[src/rtl/fetch_pc_unit.sv]
// PC/LR holder and single-instruction fetch stage feeding decode over valid/ready.
// Optional LR return stack enabled by defining FETCH_LR_STACK_EN.
module fetch_pc_unit #(
  parameter logic [15:0] RESET_PC = 16'h0000,
  parameter logic [15:0] RESET_LR = 16'h0000,
  parameter int unsigned TIMEOUT  = 8,
  parameter int unsigned LR_DEPTH = 4
) (
  input  logic        clk,
  input  logic        rst,
  output logic        imem_req,
  output logic [15:0] imem_addr,
  input  logic [15:0] imem_rdata,
  input  logic        imem_valid,
  output logic [15:0] instr,
  output logic        instr_valid,
  input  logic        instr_ready,
  output logic [15:0] pc,
  output logic [15:0] lr,
  input  logic [15:0] pcnext,
  input  logic [15:0] lrnext,
  input  logic        lr_push,
  input  logic        lr_pop,
  input  logic        halt,
  output logic        fetch_err,
  output logic        halted
);

  localparam int unsigned CntW = (TIMEOUT > 2) ? $clog2(TIMEOUT) : 1;
  localparam logic [CntW-1:0] CntMax = CntW'(TIMEOUT - 1);

  typedef enum logic [1:0] {StReq, StHold, StHalt} state_e;

  state_e          state_q;
  logic [CntW-1:0] wait_cnt_q;
  logic [15:0]     pc_q;
  logic [15:0]     instr_q;
  logic            fetch_err_q;
  logic            commit;

  assign commit = (state_q == StHold) && instr_ready;

  always_ff @(posedge clk or posedge rst) begin
    if (rst) begin
      state_q     <= StReq;
      wait_cnt_q  <= '0;
      pc_q        <= RESET_PC;
      instr_q     <= 16'h0000;
      fetch_err_q <= 1'b0;
    end else begin
      fetch_err_q <= 1'b0;
      case (state_q)
        StReq: begin
          // Data arriving on the timeout cycle wins over the error.
          if (imem_valid) begin
            instr_q    <= imem_rdata;
            wait_cnt_q <= '0;
            state_q    <= StHold;
          end else if (wait_cnt_q == CntMax) begin
            fetch_err_q <= 1'b1;
            wait_cnt_q  <= '0;
          end else begin
            wait_cnt_q <= wait_cnt_q + 1'b1;
          end
        end
        StHold: begin
          if (instr_ready) begin
            pc_q    <= pcnext;
            state_q <= halt ? StHalt : StReq;
          end
        end
        default: ;
      endcase
    end
  end

  assign imem_req    = (state_q == StReq);
  assign imem_addr   = pc_q;
  assign instr       = instr_q;
  assign instr_valid = (state_q == StHold);
  assign pc          = pc_q;
  assign fetch_err   = fetch_err_q;
  assign halted      = (state_q == StHalt);

`ifdef FETCH_LR_STACK_EN
  localparam int unsigned PtrW = (LR_DEPTH > 1) ? $clog2(LR_DEPTH) : 1;
  localparam int unsigned DepW = $clog2(LR_DEPTH + 1);

  logic [15:0]     stk_q [LR_DEPTH];
  logic [PtrW-1:0] top_q;
  logic [PtrW-1:0] top_nxt;
  logic [PtrW-1:0] top_prv;
  logic [DepW-1:0] depth_q;
  logic [15:0]     unused_lrnext;

  assign unused_lrnext = lrnext;
  assign top_nxt = (top_q == PtrW'(LR_DEPTH - 1)) ? '0 : top_q + 1'b1;
  assign top_prv = (top_q == '0) ? PtrW'(LR_DEPTH - 1) : top_q - 1'b1;

  // Circular buffer: a push onto a full stack silently drops the oldest entry.
  always_ff @(posedge clk or posedge rst) begin
    if (rst) begin
      top_q   <= '0;
      depth_q <= '0;
      for (int i = 0; i < LR_DEPTH; i++) stk_q[i] <= RESET_LR;
    end else if (commit) begin
      if (lr_push && lr_pop) begin
        stk_q[top_q] <= pc_q + 16'd1;
      end else if (lr_push) begin
        stk_q[top_nxt] <= pc_q + 16'd1;
        top_q          <= top_nxt;
        if (depth_q != DepW'(LR_DEPTH)) depth_q <= depth_q + 1'b1;
      end else if (lr_pop && depth_q != '0) begin
        top_q   <= top_prv;
        depth_q <= depth_q - 1'b1;
      end
    end
  end

  assign lr = (depth_q == '0) ? RESET_LR : stk_q[top_q];
`else
  logic [15:0] lr_q;
  logic        unused_stack_ctl;

  assign unused_stack_ctl = lr_push ^ lr_pop;

  always_ff @(posedge clk or posedge rst) begin
    if (rst) begin
      lr_q <= RESET_LR;
    end else if (commit) begin
      lr_q <= lrnext;
    end
  end

  assign lr = lr_q;
`endif

endmodule
[config.mk]
export PLATFORM = sky130hd
export DESIGN_NAME = fetch_pc_unit
export DESIGN_NICKNAME = d
export VERILOG_FILES = /design/src/rtl/fetch_pc_unit.sv
export SDC_FILE = /design/constraint.sdc
export NUM_CORES = 1
export LEC_CHECK = 0
export CAP_MARGIN = 25
export CORE_AREA = 10 10 67 110
export DETAILED_ROUTE_END_ITERATION = 7
export DIE_AREA = 0 0 77 120
export PLACE_DENSITY = 0.83
export SYNTH_ARGS = -nofsm -noshare
export SYNTH_HDL_FRONTEND = slang
export SYNTH_SLANG_ARGS = --single-unit
[constraint.sdc]
create_clock -name clk -period 3.7 [get_ports clk]
set_clock_uncertainty 0.05 [all_clocks]
set_input_delay 0.37 -clock clk [delete_from_list [all_inputs] [get_ports clk]]
set_output_delay 0.37 -clock clk [all_outputs]
set_load 0.1 [all_outputs]
Word level (Yosys, flattened, before mapping)
Cells that the tools add are included.
{"block": "totals", "regBits": 54, "latchBits": 0, "mem_bits_rw": 0, "rom_bits": 0, "in_bits": 55, "output_inout_bits": 68, "wordCells": 27, "n_memories": 0}
{"block": "op_classes", "addsub": 1, "mul": 0, "n_div": 0, "n_lt_le_gt_ge": 0, "eq_ne": 5, "shifts": 0, "n_mux": 9, "bitwise": 0, "reduce_logical": 6}
{"op": "$mux W2", "count": 3}
{"op": "$mux W3", "count": 2}
{"op": "$ne A2 B1 Y1 const B", "count": 2}
{"op": "$pmux W2 S2", "count": 1}
{"op": "$reduce_and A2 Y1", "count": 2}
{"op": "$add A3 B1 Y3 const B", "count": 1}
{"op": "$eq A3 B3 Y1 const B", "count": 1}
{"op": "$mux W1", "count": 3}
{"op": "$reduce_and A3 Y1", "count": 1}
{"op": "$eq A2 B1 Y1 const B", "count": 1}
{"op": "$eq A2 B2 Y1 const B", "count": 1}
{"op": "$logic_not A2 Y1", "count": 1}
{"op": "$reduce_bool A2 Y1", "count": 1}
{"op": "$logic_and A1 B1 Y1", "count": 1}

Depth between registers and ports, before layout
Gate-level depths: netlist of run 1.
{"block": "depth", "depth_word": 4, "depth_mapped": 4, "ltp_nobuf": 4}

Worst setup path before layout of run 1
OpenSTA, ideal clock, no wires.
{"block": "synth_timing", "kind": "register to register", "startpoint": "register state_q[0]", "endpoint": "register wait_cnt_q[0]", "setup_ns": 0.125, "arrival_time_ns": 2.347, "t_required_ns": 3.525, "slack_ns": 1.178, "path_stages_with_launch": 4, "n_path_buf": 1, "synth_period_minus_slack_ns": 2.522, "path_cell_list": "dfrtp_1 clkbuf_1 nor2_1 mux2_2"}
{"block": "synth_between", "elab_chain_len": 1}
{"element": "start, declared", "line_no": "34", "source": "state_e state_q;"}
{"element": "start signal, assigned", "line_no": "45", "source": "state_q <= StReq;"}
{"element": "start signal, assigned", "line_no": "58", "source": "state_q <= StHold;"}
{"element": "start signal, assigned", "line_no": "69", "source": "state_q <= halt ? StHalt : StReq;"}
{"element": "$logic_not A2 Y1"}
{"element": "net imem_req", "line_no": "11", "source": "output logic imem_req,"}
{"element": "end signal, assigned", "line_no": "63", "source": "wait_cnt_q <= wait_cnt_q + 1'b1;"}
{"element": "end, declared", "line_no": "35", "source": "logic [CntW-1:0] wait_cnt_q;"}
The timed path passes the listed nets, and every way through them passes these cells.
A chain may end at the register's enable or synchronous reset.

Worst setup path in the final report of run 1
{"block": "layout_timing", "startpoint": "register state_q[1]", "endpoint": "output port halted"}
{"block": "layout_between", "elab_chain_len": 1}
{"element": "$eq A2 B2 Y1", "line_no": "83", "source": "assign halted = (state_q == StHalt);"}
{"element": "end, declared", "line_no": "26", "source": "output logic halted"}
No other way between the ends.

==> impl_results.md, run 1 <==
* Core box area at 5540 um^2
* Post-Synthesis Net Count at 201
* Source of the critical timing path: state_q[1]
* Vias/cell at about 4.6
* Grt ovf at 0
* Filler cells at 453
* Fin. max-slew vios at 0
* Syn_area_per_cell at 15.28 um^2
* Crit Path Class: register to primary output
* Initial Util at 39.70%
* I/O pins at 123
* R2R depth at 2
* Seq/Total Area, Yosys at 61.43%
* Number of global-route vias before repair at 1674
* Num rows at 36
* Cts bufs inserted at 5
* Area leader, netlist: dfrtp_1
* CTS max path bufs at 2
* Required time worst endpoint at 3.28 ns
* Fmax at 372.0 MHz
* Final nets at 308
* Unrepaired setup endpoints after global routing: false
* Gpl congestion at 0.7360
* Largest net degree at the start of global routing at 33
* YS warnings at 0
* Antenna Cells at 0
* Chip Width at 77 um
* Starting DRT DRC Count at 73
* Synth cell types at 19
* CP max FO at 12
* Share of layout cells above drive strength 1 at between 20% and 30%
* Post-synthesis instance total at 144
* Post_cts resized at 0
* Initial antenna violation count at 0
* First-pass GRT wire length at around 9200 um
* Reg2Reg Capture Point: instr[12]
* Outcome: finished, final reports clean
* Setup TNS at 0 ns
* P&R area growth vs syn at 56.66%
* Post-CTS Setup Repair Bufs at 0
* Clock Sinks at 54
* Synth top area share at 61.43%
* Post-synth ARST share at 100.0%
* Reg2reg start: state_q[0]
* Final critical-path required period at 2.688 ns
* Routed WL per cell at 17.66 um
* Clock H-tree levels at 2
* Max-cap violations at 0
* Cell Area, Synth at 2200 um^2
* Overall routing resource usage at between 10% and 20%
* DP HPWL at 4702 um
* Commonest cells in the netlist: dfrtp_1 (54), mux2_2 (49), buf_4 (16)
* Flop and latch count out of synthesis at 54
* DRC Markers at 0
* Top_reg_cell synth: dfrtp_1
* Clock Latency Late Sink at 0.31 ns
* Routed Wire Length at ~5800 um
* TritonRoute pass-1 iters at 3
* Most common cell in the netlist: dfrtp_1
* Synth area leaders: dfrtp_1 (61%), mux2_2 (25%), buf_4 (5.5%)
* CP Launch Type: register
* Post-synth EDFFs at 0
* CTS tree: done
* Setup violators final at 0
* Port Buffers at 120
* Die Y at 120 um
* Hold Buf Count CTS at 0
* CTS root buffer: clkbuf_8
* Period utilization at 72.65%
* Via count at 1511
* R2R Setup Slk at 1.84 ns
* Worst-path clk slew at 0.09 ns
* Final hold vios at 0
* Hold Path Class: primary input to async pin
* Full die area at 9240 um^2
* CP Capture Type: primary output
* Worst endpoint data arrival time at 2.27 ns
* Rel. slew slack at 31.96%
* Final ANT Viol Nets at 0
* Least-Margin Pin Slew at between 1 and 1.5 ns
critical path: stages, from the launching register on:
cell             delay, ns
dfrtp_1               0.59
nor2b_1               0.19
clkdlybuf4s50_1       1.18
per-layer routing:
metal / vias to the layer above / part of all wire, % / GRT usage, %
met3: 9 / 7.6 / 4.933
met1: 749 / 33 / 11.42
met2: 64 / 57 / 23.94
li1: 689 / - / -
met5: - / 0 / 0
met4: 0 / 2.6 / 6.881
cells by family after synthesis:
logic type / count (synthesis) / synth area share, %
flip-flops: 54 / 61.43
multiplexers: 49 / 25.09
buffers and inverters: 25 / 7.509
AND/OR/NAND/NOR: 8 / 2.844
AO/OA/AOI/OAI: 6 / 1.991
adder cells (fa/ha/maj): 2 / 1.137
worst max path at each step:
stage / end / slack, ns / depth (start not counted)
final: halted / 1.01 / 2
after global routing: instr_valid / 0.89 / 2
after CTS: halted / 0.99 / 2
after detailed placement: halted / 1.35 / 2
after global placement: instr_valid / 1.39 / 2
after floorplan: wait_cnt_q[0] / 1.18 / 3
state kept, by name, indices dropped and copies added, names as in the netlist:
| register | count |
|---|---|
| instr | 16 |
| state_q | 2 |
| wait_cnt_q | 3 |
| imem_addr | 16 |
| lr | 16 |
| fetch_err | 1 |
layout by cell type (no fill, tap or decap):
| master | instances |
|---|---|
| clkdlybuf4s50_1 | 120 |
| dfrtp_1 | 54 |
| mux2_2 | 49 |
| clkbuf_8 | 5 |
| inv_1 | 2 |
| o21ai_0 | 2 |
| o41ai_1 | 2 |
| nor2b_1 | 2 |
| ha_1 | 2 |
| clkbuf_1 | 2 |
| nand2b_1 | 1 |
| nor3b_4 | 1 |
| a21o_1 | 1 |
| nand3b_1 | 1 |
| nor2_1 | 1 |
| nor4b_1 | 1 |
| inv_2 | 1 |
| a31o_2 | 1 |
| nor3_1 | 1 |
| buf_12 | 1 |
| buf_4 | 1 |
area by class of cell:
| cell class | count | area (um^2) | area share, % |
|---|---|---|---|
| flip-flops and latches | 54 | 1351 | 39.22 |
| repair buffers | 122 | 1229 | 35.66 |
| multi-input cells | 65 | 683.2 | 19.83 |
| well taps | 76 | 95.09 | 2.760 |
| clock buffers | 7 | 76.32 | 2.215 |
| inverters | 3 | 11.26 | 0.3268 |
metrics by stage:
step                util, %  cells  area [um^2]  hold WS [ns]  worst slack [ns]
detailed placement    60.82    320         3369        0.4420             1.354
floorplan                 -    144         2200        0.3914             1.178
finish                62.20    327         3446        0.4065             1.012
CTS                   62.20    327         3446        0.4190            0.9900
global route          62.20    327         3446        0.4361            0.8886
global placement      60.46    319         3349        0.4368             1.391
Power of run 1 is left out: the tool's default activity adds up to more than one toggle a clock period on the data nets, which glitch-free logic cannot reach.
==> run 2, diff against run 1 <==
Settings changed: CORE_AREA 10 10 67 110 to 10 10 72 120, DIE_AREA 0 0 77 120 to 0 0 82 130, PLACE_DENSITY 0.83 to 0.74.
Clock period 3.7 ns to 2.4 ns, I/O delays scaled along.
==> run 2 against run 1 <==
Against the previous run:
- via count up 2.0%
- sequential share of layout area rose by 0.92 points
- worst setup slack worse by 0.31 ns
- register-to-register slack worse by 1.1 ns
- core utilization is 12 points lower
- critical path type is now register to register
==> impl_results.md, run 2 (synthesis results as in run 1) <==
* Post-CTS Setup Repair Bufs at 0 (unchanged)
* Via count at 1541 (was 1511)
* Die Y at 130 um (was 120 um)
* Hold Buf Count CTS at 0 (unchanged)
* Required time worst endpoint at 2.52 ns (was 3.28 ns)
* Final ANT Viol Nets at 0 (unchanged)
* Starting DRT DRC Count at 41 (was 73)
* CTS max path bufs at 2 (unchanged)
* Util after Layout at 50.21% (was 62.20%)
* First-pass GRT wire length at 7941 um (was 9239 um)
* I/O pins at 123 (unchanged)
* Crit Path Class: register to register (was register to primary output)
* Core box area at 6706 um^2 (was 5540 um^2)
* Full die area at 10660 um^2 (was 9240 um^2)
* Rel. slew slack at 61.46% (was 31.96%)
* Overall routing resource usage at 9.738% (was 12.80%)
* Share of layout cells above drive strength 1 at 51.78% (was 23.51%)
* Critical Path Sink: imem_addr[11] (was halted)
* Final critical-path required period at approximately 1.7 ns
* DRC Markers at 0 (unchanged)
* Port Buffers at 120 (unchanged)
* CP Capture Type: register (was primary output)
* Reg2reg start: state_q[1] (was state_q[0])
* Num rows at 40 (was 36)
* Gpl congestion at 0.6908 (was 0.7360)
* Period utilization at 70.81%
* Fin. max-slew vios at 0 (unchanged)
* Outcome: finished, final reports clean (unchanged)
* CP Launch Type: register (unchanged)
* Setup TNS at 0 ns (unchanged)
* Initial Util at 32.80% (was 39.70%)
* CP max FO at 32 (was 12)
* Unrepaired setup endpoints after global routing: false (unchanged)
* Setup violators final at 0 (unchanged)
* Place WS at 0.5318 ns (was 1.354 ns)
* Finished Layout Cells at 337 (was 327)
* Fin worst setup slack at 0.7006 ns (was 1.012 ns)
* R2R depth at 3 (was 2)
* Max-cap violations at 0 (unchanged)
* Final nets at 309 (was 308)
* Antenna Cells at 0 (unchanged)
* DP HPWL at 4403 um (was 4702 um)
* Fmax at a little under 600 MHz
* Clock Latency Late Sink at 0.28 ns (was 0.31 ns)
* TritonRoute pass-1 iters at 2 (was 3)
* Least-Margin Pin Slew at 0.5773 ns (was 1.017 ns)
* Post_cts resized at 0 (unchanged)
* Routed WL per cell at 16.11 um (was 17.66 um)
* P&R area growth vs syn at 53.07% (was 56.66%)
* Largest net degree at the start of global routing at 33 (unchanged)
* Most common cell after layout, fill and taps aside: buf_4 (was clkdlybuf4s50_1)
* CTS root buffer: clkbuf_16 (was clkbuf_8)
* Cell total after placement at 329 (was 320)
* Clock Sinks at 54 (unchanged)
* Grt ovf at 0 (unchanged)
* R2R Setup Slk at 0.70 ns (was 1.84 ns)
* Cts bufs inserted at 5 (unchanged)
* Hold Path Class: primary input to async pin (unchanged)
* Final hold vios at 0 (unchanged)
* Vias/cell at 4.573 (was 4.621)
* Source of the critical timing path: state_q[1] (unchanged)
* Filler cells at 607 (was 453)
* Reg2Reg Capture Point: imem_addr[11] (was instr[12])
* Chip Width at 82 um (was 77 um)
* Initial antenna violation count at 0 (unchanged)
* Clock H-tree levels at 2 (unchanged)
* Routed Wire Length at 5429 um (was 5774 um)
* Number of global-route vias before repair at 1548 (was 1674)
* CTS tree: done (unchanged)
* Worst-path clk slew at 0.06 ns (was 0.09 ns)
* Most frequent cells in the layout: buf_4 (70), dfrtp_1 (54), clkdlybuf4s50_1 (52) (was clkdlybuf4s50_1 (120), dfrtp_1 (54), mux2_2 (49))
* Worst endpoint data arrival time at 1.82 ns (was 2.27 ns)
[run 2: changes by cell type in the layout (fill, tap and decap cells not counted)]
cell             previous run  this run
buf_4                       1        70
clkdlybuf4s50_1           120        52
clkbuf_16                   0         5
clkbuf_8                    5         1
clkbuf_1                    2         1
clkinv_2                    0         1
nor2_1                      1         0
nor2_2                      0         1
[run 2: cell type report]
class / count / area, um^2 / share of cell area (%)
flip-flops and latches: 54 / 1351 / 40.13
repair buffers: 123 / 1066 / 31.66
multi-input cells: 65 / 685.7 / 20.36
clock buffers: 7 / 142.6 / 4.236
well taps: 84 / 105.1 / 3.122
inverters: 3 / 11.26 / 0.3344
clock inverters: 1 / 5.005 / 0.1486
[run 2: how the worst min path moves through the flow]
| stage | start | depth (start not counted) | endpoint | slack [ns] |
|---|---|---|---|---|
| final | rst | 2 | instr[7] | 0.29 |
| after global routing | rst | 2 | wait_cnt_q[0] | 0.33 |
| after CTS | rst | 2 | wait_cnt_q[0] | 0.31 |
| after global placement | lr[12] | 1 | lr[12] | 0.44 |
| after detailed placement | lr[9] | 1 | lr[9] | 0.44 |
| after floorplan | imem_valid | 1 | fetch_err | 0.26 |
[run 2: metrics by stage]
step                      hold WS [ns]  instance area, um^2
after global placement          0.4404                 3219
after floorplan                 0.2614                 2202
after detailed placement        0.4437                 3219
after global routing            0.3254                 3367
final                           0.2861                 3367
after CTS                       0.3063                 3367
[run 2: per-layer routing]
layer / global-route usage (%) / share of wire [%]
met1: 9.110 / 33
met2: 16.73 / 52
met3: 5.441 / 13
met4: 4.225 / 1.6
met5: 0 / 0
[run 2: worst max-delay path, cell delays in order (launching register included)]
cell	delay, ns
dfrtp_1	0.58
nand3b_1	0.17
buf_4	0.38
mux2_2	0.39
Power of run 2 is left out for the same reason.
==> run 3, diff against run 2 <==
Settings changed: CORE_AREA 10 10 72 120 to 10 10 69 114, DIE_AREA 0 0 82 130 to 0 0 79 124, PLACE_DENSITY 0.74 to 0.77.
Clock period 2.4 ns to 1.7 ns, I/O delays scaled along.
==> run 3 against run 2 <==
Against the previous run:
- worst hold slack worse by 0.12 ns
- non-clock buffer count is 5 higher
- first-iteration DRC count is 27% higher
- via count is 1.8% lower
- global-route usage is 2.7 points higher
- core utilization is 21 points higher
==> impl_results.md, run 3 (synthesis results as in run 1) <==
* Starting DRT DRC Count at 52 (was 41)
* Largest stage delay, worst path at 0.49 ns (was 0.58 ns)
* Final hold vios at 0 (unchanged)
* Initial Util at 37.12% (was 32.80%)
* Placed cell area at 4110 um^2 (was 3219 um^2)
* CP max FO at 7 (was 32)
* Worst-path clk slew at 0.09 ns (was 0.06 ns)
* R2R depth at 3 (unchanged)
* Clock Latency Late Sink at 0.29 ns (was 0.28 ns)
* Number of global-route vias before repair at 1684 (was 1548)
* Post_cts resized at 0 (unchanged)
* Unrepaired setup endpoints after global routing: false (unchanged)
* Clock H-tree levels at 2 (unchanged)
* Final critical-path required period at 1.526 ns
* Full die area at 9796 um^2 (was 10660 um^2)
* Die Y at 124 um (was 130 um)
* First-pass GRT wire length at 9501 um (was 7941 um)
* Fmax at 655.2 MHz
* Largest net degree at the start of global routing at 35 (was 33)
* Setup violators final at 0 (unchanged)
* Critical path depth at 3 (unchanged)
* Post-CTS Setup Repair Bufs at 0 (unchanged)
* Met3 WL at 642 um (was 696 um)
* Grt ovf at 0 (unchanged)
* Worst endpoint data arrival time at 1.31 ns (was 1.82 ns)
* Hold Path Class: primary input to async pin (unchanged)
* Fin. max-slew vios at 0 (unchanged)
* Fin worst setup slack at 0.1738 ns (was 0.7006 ns)
* TritonRoute pass-1 iters at 3 (was 2)
* Crit Path Class: register to primary output (was register to register)
* Rel. slew slack at 71.87% (was 61.46%)
* Cts bufs inserted at 5 (unchanged)
* Setup TNS at 0 ns (unchanged)
* Overall routing resource usage at 12.48% (was 9.738%)
* Core box area at 5926 um^2 (was 6706 um^2)
* Gpl congestion at 0.7037 (was 0.6908)
* Vias/cell at 4.503 (was 4.573)
* DRC Markers at 0 (unchanged)
* Wire length on met2 at 3419 um (was 2835 um)
* Antenna Cells at 0 (unchanged)
* Max layer used: met4 (unchanged)
* CP Capture Type: primary output (was register)
* Outcome: finished, final reports clean (unchanged)
* Final nets at 314 (was 309)
* Clock Sinks at 54 (unchanged)
* Routed WL per cell at 18.35 um (was 16.11 um)
* Chip Width at 79 um (was 82 um)
* I/O pins at 123 (unchanged)
* P&R area growth vs syn at 91.01% (was 53.07%)
* CP Launch Type: register (unchanged)
* Slowest stage cell, crit path: dfrtp_1 (unchanged)
* Place WS at 0.08842 ns (was 0.5318 ns)
* Post-route cell area at 4202 um^2 (was 3367 um^2)
* Final ANT Viol Nets at 0 (unchanged)
* Num rows at 37 (was 40)
* CP cell instances: buf_4 -> nor2_4 -> buf_12 (was nand3b_1 -> buf_4 -> mux2_2)
* Crit path buffers/inverters at 2 (was 1)
* DP HPWL at 5281 um (was 4403 um)
* CTS max path bufs at 2 (unchanged)
* Share of layout cells above drive strength 1 at 53.49% (was 51.78%)
* Port Buffers at 120 (unchanged)
* Hold Buf Count CTS at 0 (unchanged)
* Required time worst endpoint at 1.48 ns (was 2.52 ns)
* Met1 wire length at 2056 um (was 1811 um)
* Top cell family by delay on the critical path: flip-flops (unchanged)
* Routed Wire Length at 6164 um (was 5429 um)
* Most common cell after layout, fill and taps aside: buf_12 (was buf_4)
* Max-cap violations at 0 (unchanged)
* Via count at 1513 (was 1541)
* Most frequent cells in the layout: buf_12 (69), dfrtp_1 (54), clkdlybuf4s50_1 (52) (was buf_4 (70), dfrtp_1 (54), clkdlybuf4s50_1 (52))
* Initial antenna violation count at 0 (unchanged)
* CTS tree: done (unchanged)
* CTS root buffer: clkbuf_8 (was clkbuf_16)
* Period utilization at 89.77%
* Least-Margin Pin Slew at 0.4220 ns (was 0.5773 ns)
* Util after Layout at 70.90% (was 50.21%)
run 3: changes by cell type in the layout (fill, tap and decap cells not counted):
cell and delta:
buf_12 +68, clkbuf_8 +5, buf_4 -63, nor2_2 -1
nor2_4 +1, nor2b_1 -2, clkbuf_16 -5, nor2b_2 +2
run 3: through the flow:
stage / hold slack, ns / instances
3_3_place_gp: 0.4382 / 328
3_5_place_dp: 0.4635 / 328
5_1_grt: 0.1712 / 336
4_1_cts: 0.1618 / 336
2_1_floorplan: 0.1914 / 144
6_report: 0.1681 / 336
run 3: worst paths after layout:
path / from / endpoint / slack, ns
max: state_q[0] / imem_req / 0.17
min: rst / instr[12] / 0.17
max reg2reg: state_q[0] / instr[8] / 0.25
min reg2reg: wait_cnt_q[1] / wait_cnt_q[1] / 0.49
max in group asynchronous: rst / imem_addr[6] / 1.06
min in group clk: imem_rdata[9] / instr[9] / 0.43
run 3: worst register-to-register path, cell delays in order, from the launching register on:
cell and delay (ns):
dfrtp_1 0.49, nor3b_4 0.24, buf_4 0.22, mux2_2 0.36
run 3: cell type report:
class,count,area [um^2]
Timing Repair Buffer,128,1954
Fill cell,409,1724
Sequential cell,54,1351
Multi-Input combinational cell,65,695.7
Tap cell,78,97.59
Clock buffer,7,86.33
Inverter,3,11.26
Clock inverter,1,5.005
run 3: metal layers:
layer | up-vias | track usage, %
met5 | - | 0
met4 | 0 | 3.378
met3 | 5 | 6.205
met2 | 73 | 22.64
met1 | 735 | 12.19
li1 | 700 | -
Power of run 3 is left out for the same reason.
